[config.mk]
export PLATFORM = sky130hd
export DESIGN_NAME = fight_hit_arbiter
export DESIGN_NICKNAME = d
export VERILOG_FILES = /design/src/rtl/fight_hit_arbiter.sv
export SDC_FILE = /design/constraint.sdc
export NUM_CORES = 1
export LEC_CHECK = 0
export ABC_AREA = 0
export ABC_CLOCK_PERIOD_IN_PS = 11200
export CORE_MARGIN = 3
export CORE_UTILIZATION = 35
export CTS_BUF_LIST = sky130_fd_sc_hd__clkbuf_16
export CTS_CLUSTER_DIAMETER = 80
export DETAILED_ROUTE_END_ITERATION = 16
export GPL_ROUTABILITY_DRIVEN = 0
export PLACE_DENSITY_LB_ADDON = 0.12
export SYNTH_ARGS = -nofsm -noshare
export SYNTH_HDL_FRONTEND = slang
export SYNTH_SLANG_ARGS = --single-unit
[constraint.sdc]
create_clock -name clk -period 11.2 [get_ports clk]
set_clock_uncertainty 0.2 [all_clocks]
set_input_delay 2.24 -clock clk [delete_from_list [all_inputs] [get_ports clk]]
set_output_delay 2.24 -clock clk [all_outputs]
set_load 0.02 [all_outputs]
[src/rtl/fight_hit_arbiter.sv]
`default_nettype none
// ============================================================================
// Module   : fight_hit_arbiter
// Brief    : Frame-rate punch arbiter with alternating priority and range
//            check, driving a decaying, wall-clamped knockback on the victim.
//            Optional macro FIGHT_ARB_COOLDOWN_EN adds a post-knockback lockout.
// Revision : 1.0 - initial release
// ============================================================================
module fight_hit_arbiter #(
  parameter int REACH       = 40,
  parameter int KB_START    = 9,
  parameter int KB_END      = 4,
  parameter int COOLDOWN    = 8,
  parameter int BOUND_X_MIN = 7,
  parameter int BOUND_X_MAX = 632
) (
  input  logic               clk,
  input  logic               Reset,
  input  logic               frame_tick,
  input  logic               P1_Punch,
  input  logic               P2_Punch,
  input  logic signed [31:0] P1_X,
  input  logic signed [31:0] P2_X,
  output logic signed [31:0] P1_X_Motion,
  output logic signed [31:0] P2_X_Motion,
  output logic               P1_Hit,
  output logic               P2_Hit,
  output logic               busy
);

  localparam logic [7:0]         c_KB_START  = 8'(KB_START);
  localparam logic [7:0]         c_KB_END    = 8'(KB_END);
  localparam logic signed [31:0] c_REACH     = 32'(REACH);
  localparam logic signed [31:0] c_BOUND_MIN = 32'(BOUND_X_MIN);
  localparam logic signed [31:0] c_BOUND_MAX = 32'(BOUND_X_MAX);

`ifdef FIGHT_ARB_COOLDOWN_EN
  localparam logic [7:0] c_COOLDOWN = 8'(COOLDOWN);

  typedef enum logic [1:0] {
    ST_IDLE  = 2'd0,
    ST_KNOCK = 2'd1,
    ST_COOL  = 2'd2
  } state_t;
`else
  typedef enum logic [1:0] {
    ST_IDLE  = 2'd0,
    ST_KNOCK = 2'd1
  } state_t;
`endif

  // Punch edge detection
  logic r_prev1, r_prev2;
  logic r_pend1, r_pend2;
  logic w_pend1_eff, w_pend2_eff;

  // FSM / knockback context (victim: 0 = P1, 1 = P2; dir: 1 = +X, 0 = -X)
  state_t            r_state, w_state_nx;
  logic              r_victim, w_victim_nx;
  logic              r_dir, w_dir_nx;
  logic [7:0]        r_speed, w_speed_nx;
  logic              r_final, w_final_nx;
  logic              r_prio, w_prio_nx;
  logic signed [31:0] r_p1_mot, w_p1_mot_nx;
  logic signed [31:0] r_p2_mot, w_p2_mot_nx;
  logic              r_p1_hit, w_p1_hit_nx;
  logic              r_p2_hit, w_p2_hit_nx;
`ifdef FIGHT_ARB_COOLDOWN_EN
  logic [7:0]        r_cnt, w_cnt_nx;
`endif

  // Arbitration
  logic signed [31:0] w_dx, w_adx;
  logic               w_in_reach;
  logic               w_cand1, w_cand2;
  logic               w_grant1, w_grant2;
  logic               w_new_victim, w_new_dir;
  logic signed [31:0] w_new_vx, w_new_ax;

  // Motion rule
  logic               w_rule_victim, w_rule_dir;
  logic [7:0]         w_rule_speed;
  logic signed [31:0] w_rule_vx;
  logic signed [31:0] w_wd_raw, w_wd, w_spd32, w_mag;
  logic signed [31:0] w_rule_mot;
  logic               w_rule_fin;

  // --------------------------------------------------------------------------
  // A rising edge in the tick cycle still counts toward that tick.
  assign w_pend1_eff = r_pend1 | (P1_Punch & ~r_prev1);
  assign w_pend2_eff = r_pend2 | (P2_Punch & ~r_prev2);

  always_ff @(posedge clk) begin
    if (Reset) begin
      r_prev1 <= 1'b1;
      r_prev2 <= 1'b1;
      r_pend1 <= 1'b0;
      r_pend2 <= 1'b0;
    end else begin
      r_prev1 <= P1_Punch;
      r_prev2 <= P2_Punch;
      r_pend1 <= frame_tick ? 1'b0 : w_pend1_eff;
      r_pend2 <= frame_tick ? 1'b0 : w_pend2_eff;
    end
  end

  // --------------------------------------------------------------------------
  assign w_dx       = P1_X - P2_X;
  assign w_adx      = (w_dx < 32'sd0) ? -w_dx : w_dx;
  assign w_in_reach = (w_adx <= c_REACH);
  assign w_cand1    = w_pend1_eff & w_in_reach;
  assign w_cand2    = w_pend2_eff & w_in_reach;
  assign w_grant1   = w_cand1 & (~w_cand2 | ~r_prio);
  assign w_grant2   = w_cand2 & (~w_cand1 | r_prio);

  assign w_new_victim = w_grant1;
  assign w_new_vx     = w_new_victim ? P2_X : P1_X;
  assign w_new_ax     = w_new_victim ? P1_X : P2_X;
  // Coincident players: P1 is pushed left, P2 right.
  assign w_new_dir    = (w_new_vx > w_new_ax) |
                        ((w_new_vx == w_new_ax) & w_new_victim);

  // --------------------------------------------------------------------------
  // One motion-rule datapath, fed by the fresh hit in IDLE or the held
  // context with the decremented speed in KNOCK.
  assign w_rule_victim = (r_state == ST_IDLE) ? w_new_victim : r_victim;
  assign w_rule_dir    = (r_state == ST_IDLE) ? w_new_dir    : r_dir;
  assign w_rule_speed  = (r_state == ST_IDLE) ? c_KB_START   : (r_speed - 8'd1);
  assign w_rule_vx     = w_rule_victim ? P2_X : P1_X;

  assign w_wd_raw   = w_rule_dir ? (c_BOUND_MAX - w_rule_vx) : (w_rule_vx - c_BOUND_MIN);
  assign w_wd       = (w_wd_raw < 32'sd0) ? 32'sd0 : w_wd_raw;
  assign w_spd32    = $signed({24'd0, w_rule_speed});
  assign w_mag      = (w_wd < w_spd32) ? w_wd : w_spd32;
  assign w_rule_fin = (w_wd < w_spd32) | (w_rule_speed == c_KB_END);
  assign w_rule_mot = w_rule_dir ? w_mag : -w_mag;

  // --------------------------------------------------------------------------
  always_comb begin
    w_state_nx  = r_state;
    w_victim_nx = r_victim;
    w_dir_nx    = r_dir;
    w_speed_nx  = r_speed;
    w_final_nx  = r_final;
    w_prio_nx   = r_prio;
    w_p1_mot_nx = r_p1_mot;
    w_p2_mot_nx = r_p2_mot;
    w_p1_hit_nx = 1'b0;
    w_p2_hit_nx = 1'b0;
`ifdef FIGHT_ARB_COOLDOWN_EN
    w_cnt_nx    = r_cnt;
`endif

    if (frame_tick) begin
      case (r_state)
        ST_IDLE: begin
          if (w_grant1 | w_grant2) begin
            w_state_nx  = ST_KNOCK;
            w_victim_nx = w_new_victim;
            w_dir_nx    = w_new_dir;
            w_speed_nx  = c_KB_START;
            w_final_nx  = w_rule_fin;
            w_p1_hit_nx = w_grant1;
            w_p2_hit_nx = w_grant2;
            w_prio_nx   = w_grant1;
            w_p1_mot_nx = w_new_victim ? 32'sd0 : w_rule_mot;
            w_p2_mot_nx = w_new_victim ? w_rule_mot : 32'sd0;
          end
        end

        ST_KNOCK: begin
          if (r_final) begin
            w_p1_mot_nx = 32'sd0;
            w_p2_mot_nx = 32'sd0;
`ifdef FIGHT_ARB_COOLDOWN_EN
            w_state_nx  = ST_COOL;
            w_cnt_nx    = c_COOLDOWN;
`else
            w_state_nx  = ST_IDLE;
`endif
          end else begin
            w_speed_nx  = w_rule_speed;
            w_final_nx  = w_rule_fin;
            w_p1_mot_nx = r_victim ? 32'sd0 : w_rule_mot;
            w_p2_mot_nx = r_victim ? w_rule_mot : 32'sd0;
          end
        end

`ifdef FIGHT_ARB_COOLDOWN_EN
        ST_COOL: begin
          // A zero COOLDOWN still spends one lockout frame rather than wrapping.
          w_cnt_nx = (r_cnt == 8'd0) ? 8'd0 : (r_cnt - 8'd1);
          if (r_cnt <= 8'd1) begin
            w_state_nx = ST_IDLE;
          end
        end
`endif

        default: begin
          w_state_nx  = ST_IDLE;
          w_p1_mot_nx = 32'sd0;
          w_p2_mot_nx = 32'sd0;
        end
      endcase
    end
  end

  always_ff @(posedge clk) begin
    if (Reset) begin
      r_state  <= ST_IDLE;
      r_victim <= 1'b0;
      r_dir    <= 1'b0;
      r_speed  <= 8'd0;
      r_final  <= 1'b0;
      r_prio   <= 1'b0;
      r_p1_mot <= 32'sd0;
      r_p2_mot <= 32'sd0;
      r_p1_hit <= 1'b0;
      r_p2_hit <= 1'b0;
`ifdef FIGHT_ARB_COOLDOWN_EN
      r_cnt    <= 8'd0;
`endif
    end else begin
      r_state  <= w_state_nx;
      r_victim <= w_victim_nx;
      r_dir    <= w_dir_nx;
      r_speed  <= w_speed_nx;
      r_final  <= w_final_nx;
      r_prio   <= w_prio_nx;
      r_p1_mot <= w_p1_mot_nx;
      r_p2_mot <= w_p2_mot_nx;
      r_p1_hit <= w_p1_hit_nx;
      r_p2_hit <= w_p2_hit_nx;
`ifdef FIGHT_ARB_COOLDOWN_EN
      r_cnt    <= w_cnt_nx;
`endif
    end
  end

  assign P1_X_Motion = r_p1_mot;
  assign P2_X_Motion = r_p2_mot;
  assign P1_Hit      = r_p1_hit;
  assign P2_Hit      = r_p2_hit;
  assign busy        = (r_state != ST_IDLE);

endmodule
`default_nettype wire

# Yosys cells after proc, flatten, opt, wreduce, memory -nomap -nowiden
# Index checks and enable logic that the tools add are counted.
dict set report word_totals {
  register_bits 83
  latch_bits 0
  ramBits 0
  mem_bits_ro 0
  out_inout_bits 67
  wordCells 92
  mem_count 0
}
dict set report op_classes {
  n_addsub 6
  mul 0
  div_mod_pow 0
  n_lt_le_gt_ge 5
  n_eq_ne 6
  shift 0
  mux 30
  bitwise_logic 22
  n_reduce_logical 10
}
# cell count
set ops {}
lappend ops {{$mux W32} 16}
lappend ops {{$pmux W32 S2} 2}
lappend ops {{$lt A32 B1 Y1 const B} 2}
lappend ops {{$neg A32 Y32} 2}
lappend ops {{$eq A32 B32 Y1} 1}
lappend ops {{$gt A32 B32 Y1} 1}
lappend ops {{$le A32 B7 Y1 const B} 1}
lappend ops {{$lt A32 B9 Y1} 1}
lappend ops {{$sub A11 B32 Y32 const A} 1}
lappend ops {{$sub A32 B32 Y32} 1}
lappend ops {{$sub A32 B4 Y32 const B} 1}
lappend ops {{$mux W8} 3}
lappend ops {{$pmux W8 S2} 1}
lappend ops {{$reduce_and A3 Y1} 3}
lappend ops {{$eq A8 B3 Y1 const B} 1}
lappend ops {{$not A1 Y1} 8}
lappend ops {{$sub A8 B1 Y8 const B} 1}
lappend ops {{$and A1 B1 Y1} 7}
lappend ops {{$or A1 B1 Y1} 7}
lappend ops {{$mux W1} 4}
lappend ops {{$mux W2} 2}
lappend ops {{$ne A2 B2 Y1 const B} 2}
lappend ops {{$pmux W2 S2} 1}
lappend ops {{$reduce_and A4 Y1} 1}
lappend ops {{8 further kinds} 9}

# Longest topological paths before layout
dict set report logic_depth {
  depth_word 23
  mapped_depth 48
}

# Worst setup path before layout
# No wires, ideal clock.
dict set report synth_timing {
  path_kind {input to register}
  startpoint {input port P1_X[1]}
  endpoint {register r_p1_mot[12], in the netlist P1_X_Motion[12]}
  t_arrival_ps 10837
  path_slack_ps 49
  path_stages 40
  path_buffers 4
  cell_sequence {clkbuf_1 > inv_1 > fa_1 > nand2b_1 > a21oi_1 > xnor2_1 > o2111ai_1 > nor3b_2 > and4_1 > nand3_1 > or4_1 > o211a_1 > nor3_2 > and4b_1 > buf_4 > nor2_4 > buf_4 > a21oi_1 > [4 not listed] > xor2_1 > and2_1 > ha_1 > nor2b_1 > o21ai_0 > nand2b_1 > or4_4 > a2111oi_4 > nand4_2 > o31ai_2 > nand2_1 > mux2i_1 > ha_1 > inv_1 > nor4_4 > nor2_2 > buf_6 > a21o_1}
}
dict set report synth_between {
  elab_chain_cells 23
  elab_cells_between_ends 39
}
# element line_no
set synth_rtl {}
lappend synth_rtl {{start: declaration} 22} ;# input logic signed [31:0] P1_X,
lappend synth_rtl {{parallel branches: the longest is 23 deep, another holds $sub A32 B32 Y32} --}
lappend synth_rtl {{end signal: assignment} 230} ;# r_p1_mot <= w_p1_mot_nx;
lappend synth_rtl {{end: declaration} 64} ;# logic signed [31:0] r_p1_mot, w_p1_mot_nx;
# Parallel ways; which one is timed is not known. The select of a mux whose other input is x is not followed.
# A chain may end at the register's enable or synchronous reset.

# Final worst setup path
dict set report layout_timing {
  startpoint {input port P2_X[22]}
  endpoint {register r_p2_mot[4], in the netlist P2_X_Motion[4]}
}
dict set report layout_between {
  elab_chain_cells 23
  elab_cells_between_ends 39
}
# element line_no
set layout_rtl {}
lappend layout_rtl {{start: declaration} 23} ;# input logic signed [31:0] P2_X,
lappend layout_rtl {{parallel branches: the longest is 23 deep, another holds $sub A32 B32 Y32} --}
lappend layout_rtl {{end signal: assignment} 231} ;# r_p2_mot <= w_p2_mot_nx;
lappend layout_rtl {{end: declaration} 65} ;# logic signed [31:0] r_p2_mot, w_p2_mot_nx;
# Parallel ways; which one is timed is not known. The select of a mux whose other input is x is not followed.

==> flow_summary.toml <==
[status]
status = "finished, final reports clean"

[cells_and_area]
design_area_um2 = 15560
nets = 2040
diodes = 0
final_layout_size_suffix_gt1_frac = 0.2783
most-common-layout-cells = "374 x buf_4, 152 x nor2_1, 142 x nand2_1"
syn2layout_area_growth_pct = 49.52
instances_no_fill = 2317
layout_commonest_cell = "buf_4"
final_core_util = 0.5365

[yosys]
yosys.area.top_type_share = 0.1577
async_reset_ff_frac = 0
synth_xor_xnor_area_share = 0.05805
yosysUniqueCellTypes = 100
synth_area_leaders = "dfxtp_1 16%, nor2_1 5.6%, nand2_1 5.2%"
synthAdderAreaFrac = 0.05337
syn_inst = 1478
synth_nets = 1590
synth_edf_count = 0
syn_avg_cell_area_um2 = 7.043
synth-compound-area-share = 0.3326
syn_area_um2 = 10410
post_synth_and_or_nand_nor_area_fraction = 0.2986
yosysWarnings = 0
seq_area_frac_synth = 0.1577
synth_flop_cell = "dfxtp_1"
ys_seq_elements = 82
synth_top_family_by_area = "compound AO/OA/AOI/OAI gates"
yosysTopAreaCell = "dfxtp_1"
synthMuxAreaShare = 0.03053

[setup_path]
arrival_ps = 10870
cp_common_cell = "buf_4"
crit_fanout = 6
path_class = "in2reg"
cp_slowest_cell = "clkdlybuf4s50_1"
critPathCaptureType = "flop"
slowest_delay_ps = 510
worst-endpoint-required_ps = 11230
start_kind = "input pin"

[global_routing]
use_met3 = 0.04087
grt_pass1_vias = 12600
grt_util_all_layers = 0.2682
grt_use_met1 = 0.3657
grt_overflow_total = 0
grt_max_degree = 47
grt_pass1_wl_um = 68390
antenna_found_initial = 0
top_usage_layer = "met2"
grt_util_met2 = 0.4361

[power_and_ir_drop]
peakVddDrop_mv = 0.08754
total_power_mw = 1.298
power_density_nw_per_um2 = 83.39
p_leak_nw = 6.762

[detailed_routing]
drcViolationCount = 0
wirelength_um = 44830
wl_per_cell_um = 19.35
vias = 13430
drt-pass1-iter-count = 6
first_iter_violations = 1260
routed_via_density = 5.795
ant_nets = 0

[timing]
max_freq_ghz = 0.09218
fin_tns_setup_ps = 0
hold-worst-slack_ps = 249.2
setup_viol = 0
hold_viol_final = 0
max-slew-margin-rel = 0.3414
maxSlewViolCount = 0
worst_slack_ps = 352.2
worstMarginPinSlew_ps = 985.9
min_period_ps = 10850
fin_crit_sh = 0.9686

[placed_design]
hpwl_um = 37160
port_buffers = 135
place_inst = 2286
placed_area_um2 = 14510
dp_slack_ps = -560.4

[clock_network]
cts.sink_count = 82
cts_htree_levels = 3
clk_latency_ps = 330
tritoncts = "done"
clk_pin_slew_ps = 60
cts_root_buf = "clkbuf_16"
cts_buffer_depth = 2
cts_made_buffers = 9

[die]
die_area_um2 = 31850
std_cell_rows = 62
die_y_um = 178.5
coreArea_um2 = 29010
die_w_um = 178.5
initial_utilization = 0.3588
io_pins = 136

[hold_path]
hold_path.class = "reg2reg"

[job]
cap_violations = 0
-- routing by layer --
layer | vias to the layer above | part of all wire
li1 | 6454 | -
met1 | 6338 | 0.44
met2 | 566 | 0.46
met3 | 69 | 0.075
met4 | 0 | 0.028
met5 | - | 0
-- synth_stat cells, types with 7 or more instances --
cell / n
nor2_1: 156
nand2_1: 143
a21oi_1: 99
o21ai_0: 83
dfxtp_1: 82
nor3_1: 67
inv_1: 65
a21o_1: 64
xnor2_1: 45
ha_1: 42
nand3_1: 42
clkbuf_1: 32
nand4_1: 32
a31oi_1: 27
mux2i_1: 25
nor4_1: 24
xor2_1: 24
and2_1: 22
or3_1: 19
a211oi_1: 17
o22ai_1: 17
buf_4: 16
and3_1: 14
a22o_1: 13
nand2b_1: 13
o211ai_1: 13
or2_2: 12
or4_1: 12
a22oi_1: 11
buf_6: 11
o21a_1: 11
a21boi_0: 10
o21ai_1: 10
a221oi_1: 9
buf_2: 8
o31ai_1: 8
a32o_1: 7
and4_1: 7
nand4b_1: 7
o221ai_1: 7
-- where the power goes --
part           internal (mW)  leakage, nW  switching [mW]
sequential             0.292        0.661        0.000123
clock                  0.174        0.142           0.117
combinational          0.330         5.96           0.385
total                  0.796         6.76           0.502
-- worst paths after layout --
| check | from | endpoint | slack, ps | cells after the start |
|---|---|---|---|---|
| worst max-delay path | P2_X[22] | P2_X_Motion[4]$_SDFFE_PP0P_ | 350 | 41 |
| worst min-delay path | P1_X_Motion[23]$_SDFFE_PP0P_ | P1_X_Motion[23]$_SDFFE_PP0P_ | 250 | 1 |
| worst max register to register | r_prev1$_SDFF_PP1_ | P2_X_Motion[4]$_SDFFE_PP0P_ | 4640 | 34 |
| worst min register to register | P1_X_Motion[23]$_SDFFE_PP0P_ | P1_X_Motion[23]$_SDFFE_PP0P_ | 250 | 1 |
-- worst max-delay path, delay by kind of cell --
| kind | cells | cell delay (ps) |
|---|---|---|
| AOI/OAI and AO/OA | 15 | 3530 |
| xor gates and xnor gates | 3 | 380 |
| adders and majority gates | 2 | 650 |
| buffers and inverters | 10 | 1950 |
| muxes | 1 | 220 |
| and+or+nand+nor | 10 | 1870 |
-- flip-flops by register name, summed over array words and instances, names as in the netlist --
register	cells
r_final	1
r_dir	1
r_speed	8
r_prev1	1
r_state	1
P2_X_Motion	32
P2_Hit	1
r_prev2	1
r_pend1	1
P1_X_Motion	32
r_pend2	1
P1_Hit	1
r_prio	1
-- area by class of cell --
| type | instances | area (um^2) |
|---|---|---|
| clock buffer | 9 | 225.2 |
| clock inverter | 7 | 76.32 |
| fill | 2889 | 13450 |
| inverter | 67 | 251.5 |
| multi-input combinational | 1254 | 8665 |
| sequential | 82 | 1642 |
| tap | 384 | 480.5 |
| timing repair buffer | 514 | 4225 |
-- cells by family (layout without fill, tap and decap cells) --
kind of cell               after synthesis  after routing
muxes                                   31             31
xor gates and xnor gates                69             69
and+or+nand+nor                        613            613
DFF                                     82             82
AOI/OAI and AO/OA                      497            497
buffers and inverters                  142            597
adders and majority gates               44             44
-- what timing repair did --
action / CTS / global route
cloned: 0 / 0
pin swaps: 3 / 47
endpoints found under the setup margin: 56 / 64
hold buffers: 0 / 0
buffers inserted: 1 / 14
gates resized for setup: 15 / 115
Note: power is estimated with default switching activity, not from simulation.
